[src/rtl/imu_spi_seq.sv]
// imu_spi_seq: SPI sequencer for the inertial sensor.
// Sits between the inertial integrator and an external spi_master.
// After a power-up wait it replays a table of init writes. Each
// data-ready interrupt then triggers a burst of 16-bit channel reads,
// and the channels are published together with a vld pulse. It also
// handles transaction timeouts, software re-init requests and
// interrupt overrun.
//
// state | meaning
// ------+---------------------------------------------------------
// PWRUP | free-running wait after reset before touching the sensor
// INIT  | issuing init table writes, idx = entry in flight
// WAIT  | idle, waiting for synchronised INT or a pending reinit
// READ  | channel read burst, idx = byte transaction in flight
//
// Every output is registered. A decision taken in the cycle an event is
// seen (done, INT, timeout) shows up on wrt/cmd/vld/err/ovr one cycle
// later.

module imu_spi_seq #(
    parameter int                     NUM_INIT  = 4,
    parameter logic [16*NUM_INIT-1:0] INIT_CMDS = {16'h1460, 16'h1150, 16'h1053, 16'h0D02},
    parameter int                     NUM_CH    = 4,
    parameter logic [8*NUM_CH-1:0]    CH_ADDR   = {8'h2C, 8'h2A, 8'h26, 8'h24},
    parameter int                     PWRUP_W   = 16,
    parameter int                     TO_W      = 12
) (
    input  logic                   clk,
    input  logic                   rst_n,
    input  logic                   reinit,
    input  logic                   INT,
    output logic                   wrt,
    output logic [15:0]            cmd,
    input  logic                   done,
    input  logic [7:0]             rd_data,
    output logic [NUM_CH*16-1:0]   data,
    output logic                   vld,
    output logic                   err,
    output logic                   ovr
);

    localparam int NUM_RD  = 2 * NUM_CH;
    localparam int IDX_MAX = (NUM_INIT > NUM_RD) ? NUM_INIT : NUM_RD;
    localparam int IDX_W   = (IDX_MAX > 1) ? $clog2(IDX_MAX) : 1;

    typedef enum logic [1:0] {
        S_PWRUP = 2'd0,
        S_INIT  = 2'd1,
        S_WAIT  = 2'd2,
        S_READ  = 2'd3
    } state_t;

    state_t               state, state_nxt;

    logic [PWRUP_W-1:0]   pwr_cnt, pwr_nxt;
    logic [TO_W-1:0]      to_cnt, to_nxt;
    logic [IDX_W-1:0]     idx, idx_nxt;
    logic [NUM_CH*16-1:0] shadow, shadow_nxt;
    logic                 ovr_flag, ovr_flag_nxt;
    logic                 pend, pend_nxt;

    logic                 int_s1, int_s2, int_s3;
    logic                 int_rise;

    logic                 wrt_nxt;
    logic [15:0]          cmd_nxt;
    logic [NUM_CH*16-1:0] data_nxt;
    logic                 vld_nxt, err_nxt, ovr_nxt;

    // decisions shared between next-state and output logic
    logic                 restart;    // back to INIT entry 0, issue it now
    logic                 step;       // issue the next entry of the current table
    logic                 start_rd;   // begin a read burst with channel 0 low byte
    logic                 finish;     // final read byte arrived, publish shadow
    logic                 timeout;

    logic                 pwr_full, to_full, last_init, last_rd;

    // Init table entry i.
    function automatic logic [15:0] init_cmd(input logic [IDX_W-1:0] i);
        return INIT_CMDS[16*int'(i) +: 16];
    endfunction

    // Read command for byte transaction t. Even t reads the channel's low
    // byte and odd t its high byte at address+1. Only the low 7 address
    // bits reach the wire, so the +1 is done in 7 bits.
    function automatic logic [15:0] rd_cmd(input logic [IDX_W-1:0] t);
        logic [6:0] a7;
        a7 = CH_ADDR[8*(int'(t) >> 1) +: 7] + {6'd0, t[0]};
        return {1'b1, a7, 8'h00};
    endfunction

    assign pwr_full  = &pwr_cnt;
    assign to_full   = &to_cnt;
    assign last_init = (idx == IDX_W'(NUM_INIT - 1));
    assign last_rd   = (idx == IDX_W'(NUM_RD - 1));
    assign int_rise  = int_s2 & ~int_s3;

    // Two-flop INT synchroniser plus one delayed copy for edge detection.
    always_ff @(posedge clk or negedge rst_n) begin
        if (!rst_n) begin
            int_s1 <= 1'b0;
            int_s2 <= 1'b0;
            int_s3 <= 1'b0;
        end else begin
            int_s1 <= INT;
            int_s2 <= int_s1;
            int_s3 <= int_s2;
        end
    end

    // State, counters, shadow and registered outputs.
    always_ff @(posedge clk or negedge rst_n) begin
        if (!rst_n) begin
            state    <= S_PWRUP;
            pwr_cnt  <= '0;
            to_cnt   <= '0;
            idx      <= '0;
            shadow   <= '0;
            ovr_flag <= 1'b0;
            pend     <= 1'b0;
            wrt      <= 1'b0;
            cmd      <= '0;
            data     <= '0;
            vld      <= 1'b0;
            err      <= 1'b0;
            ovr      <= 1'b0;
        end else begin
            state    <= state_nxt;
            pwr_cnt  <= pwr_nxt;
            to_cnt   <= to_nxt;
            idx      <= idx_nxt;
            shadow   <= shadow_nxt;
            ovr_flag <= ovr_flag_nxt;
            pend     <= pend_nxt;
            wrt      <= wrt_nxt;
            cmd      <= cmd_nxt;
            data     <= data_nxt;
            vld      <= vld_nxt;
            err      <= err_nxt;
            ovr      <= ovr_nxt;
        end
    end

    // Next-state decisions. done is checked before the timeout so a
    // completion that lands on the last count still counts.
    always_comb begin
        state_nxt = state;
        restart   = 1'b0;
        step      = 1'b0;
        start_rd  = 1'b0;
        finish    = 1'b0;
        timeout   = 1'b0;
        case (state)
            S_PWRUP: begin
                if (pwr_full) begin
                    restart = 1'b1;
                end
            end
            S_INIT: begin
                if (done) begin
                    if (pend) begin
                        restart = 1'b1;
                    end else if (last_init) begin
                        state_nxt = S_WAIT;
                    end else begin
                        step = 1'b1;
                    end
                end else if (to_full) begin
                    timeout = 1'b1;
                    restart = 1'b1;
                end
            end
            S_WAIT: begin
                if (pend) begin
                    restart = 1'b1;
                end else if (int_s2) begin
                    start_rd  = 1'b1;
                    state_nxt = S_READ;
                end
            end
            S_READ: begin
                if (done) begin
                    if (last_rd) begin
                        // publish even when a reinit is pending
                        finish    = 1'b1;
                        restart   = pend;
                        state_nxt = S_WAIT;
                    end else if (pend) begin
                        restart = 1'b1;
                    end else begin
                        step = 1'b1;
                    end
                end else if (to_full) begin
                    timeout = 1'b1;
                    restart = 1'b1;
                end
            end
            default: begin
                restart = 1'b1;
            end
        endcase
        if (restart) begin
            state_nxt = S_INIT;
        end
    end

    // Next values for counters, shadow and outputs.
    always_comb begin
        pwr_nxt      = pwr_cnt;
        to_nxt       = to_cnt;
        idx_nxt      = idx;
        shadow_nxt   = shadow;
        ovr_flag_nxt = ovr_flag;
        pend_nxt     = pend | reinit;
        wrt_nxt      = 1'b0;
        cmd_nxt      = cmd;
        data_nxt     = data;
        vld_nxt      = 1'b0;
        err_nxt      = timeout;
        ovr_nxt      = 1'b0;

        if (state == S_PWRUP) begin
            pwr_nxt = pwr_cnt + 1'b1;
        end

        if (state == S_INIT || state == S_READ) begin
            to_nxt = to_cnt + 1'b1;
        end

        if (state == S_READ) begin
            if (done) begin
                shadow_nxt[8*int'(idx) +: 8] = rd_data;
            end
            if (int_rise) begin
                ovr_flag_nxt = 1'b1;
            end
        end

        if (finish) begin
            data_nxt = shadow_nxt;
            vld_nxt  = 1'b1;
            ovr_nxt  = ovr_flag_nxt;
        end

        if (step) begin
            idx_nxt = idx + 1'b1;
            wrt_nxt = 1'b1;
            cmd_nxt = (state == S_INIT) ? init_cmd(idx + 1'b1) : rd_cmd(idx + 1'b1);
            to_nxt  = '0;
        end

        if (start_rd) begin
            idx_nxt      = '0;
            wrt_nxt      = 1'b1;
            cmd_nxt      = rd_cmd('0);
            to_nxt       = '0;
            ovr_flag_nxt = 1'b0;
        end

        // Init restarts from entry 0. A reinit request is already satisfied
        // by this, including one raised during power-up.
        if (restart) begin
            idx_nxt    = '0;
            wrt_nxt    = 1'b1;
            cmd_nxt    = init_cmd('0);
            to_nxt     = '0;
            shadow_nxt = '0;
            pend_nxt   = 1'b0;
        end
    end

endmodule

[config.mk]
export PLATFORM = sky130hd
export DESIGN_NAME = imu_spi_seq
export DESIGN_NICKNAME = d
export VERILOG_FILES = /design/src/rtl/imu_spi_seq.sv
export SDC_FILE = /design/constraint.sdc
export NUM_CORES = 1
export LEC_CHECK = 0
export BUFFER_PORTS_ARGS = -buffer_cell sky130_fd_sc_hd__buf_2
export CORE_MARGIN = 5
export CORE_UTILIZATION = 23
export DETAILED_ROUTE_END_ITERATION = 8
export SYNTH_ARGS = -nofsm -noshare
export SYNTH_HDL_FRONTEND = slang
export SYNTH_SLANG_ARGS = --single-unit
[constraint.sdc]
create_clock -name clk -period 3.2 [get_ports clk]
set_input_delay 0 -clock clk [delete_from_list [all_inputs] [get_ports clk]]
set_output_delay 0 -clock clk [all_outputs]
set_load 0.01 [all_outputs]
## After elaboration in Yosys (flattened, before gate mapping)

Cells that the tools add are included.

- Flip-flop bits (word level): 186
- Bits in latches: 0
- Bits in writable memories: 0
- Memory bits (read-only): 0
- Input bits: 13
- Output and inout port bits: 84
- Logic and storage cells: 104
- Memories: 0

- $add $sub $neg: 5
- $mul: 0
- Div/mod/pow operators: 0
- Magnitude comparators: 0
- Equality and inequality tests: 12
- Shift-type cells: 4
- Muxes and demuxes: 55
- Bitwise gates (word level): 3
- Reduce and logical (&&, ||, !) cells: 9

Operators by type and width:

| operator | number |
|---|---|
| 64-bit two-way mux | 3 |
| 64-bit bitwise mux | 1 |
| 16-bit two-way mux | 4 |
| 8-bit by 33-bit variable shift with 64-bit output (first input constant) | 1 |
| 64-bit by 8-bit indexed part select with 16-bit output (first input constant) | 1 |
| 8-bit by 33-bit indexed part select with 64-bit output | 1 |
| 12-bit two-way mux | 4 |
| 6-bit negation with 33-bit output | 1 |
| 32-bit by 6-bit indexed part select with 7-bit output (first input constant) | 1 |
| 1-bit two-way mux | 29 |
| 3-bit != test (second input constant) | 7 |
| 16-bit by 1-bit adder with 16-bit output (second input constant) | 1 |
| 2-bit two-way mux | 8 |
| 16-bit AND reduction | 1 |
| 12-bit by 1-bit adder with 12-bit output (second input constant) | 1 |
| 12-bit AND reduction | 1 |
| 3-bit two-way mux | 3 |
| 8-bit AND reduction | 1 |
| 4-bit nonzero test | 2 |
| 7-bit by 1-bit adder with 7-bit output | 1 |
| 2-bit one-hot mux with 3 select lines | 1 |
| 2-bit equality test (second input constant) | 2 |
| 1-bit one-hot mux with 4 select lines | 1 |
| 3-bit by 1-bit adder with 3-bit output (second input constant) | 1 |
| other kinds (11) | 11 |

## Depth between registers and ports, before layout

- Word-level depth: 8
- Gate-level depth with buffers: 9
- Depth with buffers taken out: 7

## Worst setup path after synthesis

Ideal clock, no wire load.

- Path kind: register -> register
- Start point: register idx[0]
- End point: register data[0]
- Library setup time: 0.130 ns
- Arrival time: 2.546 ns
- Required time: 3.070 ns
- Setup slack: 0.524 ns
- Cell stages (with the launch flop): 9
- Path through: dfrtp_1 > clkbuf_1 > inv_1 > ha_1 > ha_1 > nand4b_2 > nor4_4 > mux2i_1 > o21ai_1

- Longest elaborated chain between the ends: 5
- Elaborated cells on any way between the ends: 10
- Classes of those cells: add/sub: 1; eq/ne: 1; shift: 2; mux: 6

RTL lines:

| item | line | text |
|---|---|---|
| start: declaration | 57 | `logic [IDX_W-1:0] idx, idx_nxt;` |
| start signal: assignment | 132 | `idx <= idx_nxt;` |
| 6-bit negation with 33-bit output | 233 | `shadow_nxt[8*int'(idx) +: 8] = rd_data;` |
| 8-bit by 33-bit indexed part select with 64-bit output or 8-bit by 33-bit variable shift with 64-bit output (tied branches) | 233 |  |
| 64-bit bitwise mux | 233 |  |
| 64-bit two-way mux | 232 | `if (done) begin` |
| 64-bit two-way mux | 231 | `if (state == S_READ) begin` |
| end signal: assignment | 138 | `data <= data_nxt;` |
| end: declaration | 36 | `output logic [NUM_CH*16-1:0] data,` |

Several ways; a longest one is shown, not always the timed one.
A chain may end at the register's enable or synchronous reset.

## Worst setup path in the final report

- Start point: register idx[0]
- End point: register data[57]

Same word-level chain as after synthesis.

==> out/metrics.cfg <==
[clock_network]
cts_made_buffers = 17
path_clk_slew_ps = 70
h-tree-depth = 4
cts_buffer_depth = 2
clk_latency_ps = 440
cts_num_sinks = 180
root_buffer = clkbuf_16
cts_resized = 0
tritoncts = yes

[yosys]
ys.flop_type = dfrtp_1
synth_area_leaders = dfrtp_1 (58%), mux2i_1 (8.9%), nor2_1 (4.8%)
ys_seq_area_frac = 0.578
yosysUniqueCellTypes = 51
synth_area_sq_mm = 0.00780
synth_top_area_frac = 0.578
yosys_warnings = 0
synth_cells = 722
async_flop_share = 1.00
yosys_register_bits = 180
syn_area_per_cell_sq_um = 10.8
synth_edf_count = 0
yosys.area.top_type = dfrtp_1

[setup_path]
cp_slowest_stage_delay_ps = 550
worstPathMaxFanout = 11
path_depth = 7
crit_path_start = idx[0]
reg2reg_slack_ps = 460
arrival_ps = 3020
startpoint_type = flip-flop
crit_type = flip-flop to flip-flop
r2r_end = data[57]
r2r_start = idx[0]
crit_path_top_delay_cell = nor2_2
worstPathCellList = inv_1 > ha_1 > ha_1 > nand4b_2 > nor2_2 > mux2i_1 > o21ai_0
path_common_cell = ha_1
worstSetupEndpointType = flip-flop
worstPathRequired_ps = 3490
critPathBufInv = 1
cp_top_family = simple AND/OR/NAND/NOR gates
crit_end = data[57]
rr_worst_depth = 7

[routing]
postRouteAntennaNets = 0
drt-initial-drc-count = 240
dr_total_vias = 5317
drt_pass1_iterations = 4
routed_wl_um = 19700
viasPerCell = 4.18
drc_errors = 0
wl_per_cell_um = 15.4

[finish]
drive_above_1_share = 0.184
final_nets = 840
finalInstanceArea_sq_mm = 0.00939
antenna-diode-count = 0
nFillCells = 3560
syn_to_final_growth_pct = 20.4

[floorplan]
die_h_um = 194
fp.dieArea_sq_mm = 0.0377
num_rows = 67
start_util = 0.233
coreArea_sq_mm = 0.0335
ioPinCount = 97
dieWidth_um = 194

[global_routing]
grtUsageTotal = 0.106
grt_overflow = 0
grt_pass1_wl_um = 31800
grt_max_degree = 74
antenna_found_initial = 0
grt_pass1_vias = 5478

[timing]
finalWorstSetupSlack_ps = 464
post-route-period-util = 0.855
worst_pin_slew_ps = 751
finalHoldViolCount = 0
clock_skew_ps = 20.9
tns_ps = 0
rsz0062_at_grt = no
setup_viol = 0
fin_crit_ps = 2740
fmax_mhz = 365
maxSlewHeadroom = 0.499
maxSlewViolCount = 0

[pwr]
vdd_drop_max_mv = 0.339
powerDensity_mw_per_mm2 = 614
leakagePower_uw = 0.00440

[status]
outcome = finished clean

[placement]
gp_congestion = 0.769
port_buffers = 92
place_area_sq_mm = 0.00877
dp_slack_ps = 458
post-dp-hpwl_um = 14000

[min_path]
hold_path_class = input port to flip-flop

[job]
maxCapViolCount = 0

==> how the worst min path moves through the flow <==
| stage | start | endpoint | slack [ps] | cells after the start |
|---|---|---|---|---|
| 5_1_grt | rd_data[6] | shadow[38] | 50 | 4 |
| 3_3_place_gp | rst_n | ovr | 40 | 1 |
| 2_1_floorplan | rst_n | cmd[0] | -300 | 0 |
| 4_1_cts | rd_data[1] | shadow[33] | 10 | 4 |
| 6_report | rd_data[6] | shadow[38] | 30 | 4 |
| 3_5_place_dp | rst_n | ovr | 50 | 1 |
==> cell usage after synthesis, types with 10 or more instances <==
master    count
nor3_1       19
xnor2_1      16
nand2_1      88
clkbuf_1     21
nor2_1      100
dfrtp_1     180
o21ai_0      62
and2_1       18
nand2b_1     10
mux2i_1      69
nand3_1      12
xor2_1       11
ha_1         15
==> state kept, by name (all words and copies together), names as in the netlist, 2 cells and up <==
| register | flops |
|---|---|
| pwr_cnt | 16 |
| shadow | 64 |
| state | 2 |
| cmd | 10 |
| idx | 3 |
| data | 64 |
| to_cnt | 12 |
==> cell type report <==
| type | instances | area (sq um) | share of cell area |
|---|---|---|---|
| multi-input combinational | 494 | 3060 | 0.326 |
| sequential | 180 | 4500 | 0.480 |
| clock inverter | 15 | 139 | 0.0148 |
| tap | 448 | 561 | 0.0597 |
| clock buffer | 17 | 425 | 0.0453 |
| inverter | 9 | 33.8 | 0.00360 |
| timing repair buffer | 110 | 664 | 0.0708 |
==> timing repair <==
action | 4_1_cts | 5_1_grt
buffers inserted | 0 | 0
hold endpoints to repair | 69 | 0
hold buffers | 5 | 0
==> where the power goes <==
part	leakage [uW]	switching, uW	internal [uW]
Combinational	0.00166	787	455
Sequential	0.00247	125	2380
Clock	0.000278	981	1030
==> tightest hold or removal path: cells and delay by family <==
kind	cells	cell delay, ps
simple gates	2	210
buf+inv	1	130
mux	1	70
==> placed cells by master (no fill, tap or decap), drive strengths merged, types with 3 or more instances in the layout <==
cell type	n
o31ai	3
nand4b	3
ha	15
nor2	106
inv	18
and2	18
dfrtp	180
clkbuf	17
o21ai	70
conb	4
xor2	11
xnor2	16
buf	105
a21oi	5
nor3	19
nand2b	10
nand3	12
clkinv	5
and4	4
mux2i	69
nor2b	3
nand4	7
nor4	3
nand2	88
dlygate4sd3	5
and3	6
==> per-stage QoR <==
stage                     cells  power [uW]  utilization  hold WS, ps
after floorplan             725        3340            -         -296
after global placement     1236        3790        0.262         43.6
after detailed placement   1236        3820        0.262         48.7
after CTS                  1273        5860        0.280         11.9
after global routing       1273        6100        0.280         46.1
final                      1273        5760        0.280         31.6
==> logic make-up after synthesis <==
group | after synthesis | synth area share
other cells | 1 | 0.000481
xor+xnor | 27 | 0.0303
buf+inv | 51 | 0.0331
mux | 70 | 0.0900
flops | 180 | 0.578
simple gates | 288 | 0.176
compound gates | 90 | 0.0680
fa+ha+maj | 15 | 0.0241
==> per-layer routing <==
metal | vias to the layer above | track usage | part of all wire
met4 | 0 | 0.0362 | 0.020
met1 | 2586 | 0.144 | 0.47
met5 | - | 0 | 0
li1 | 2615 | - | -
met3 | 14 | 0.0353 | 0.065
met2 | 102 | 0.159 | 0.45
Note: power is estimated with default switching activity, not from simulation.
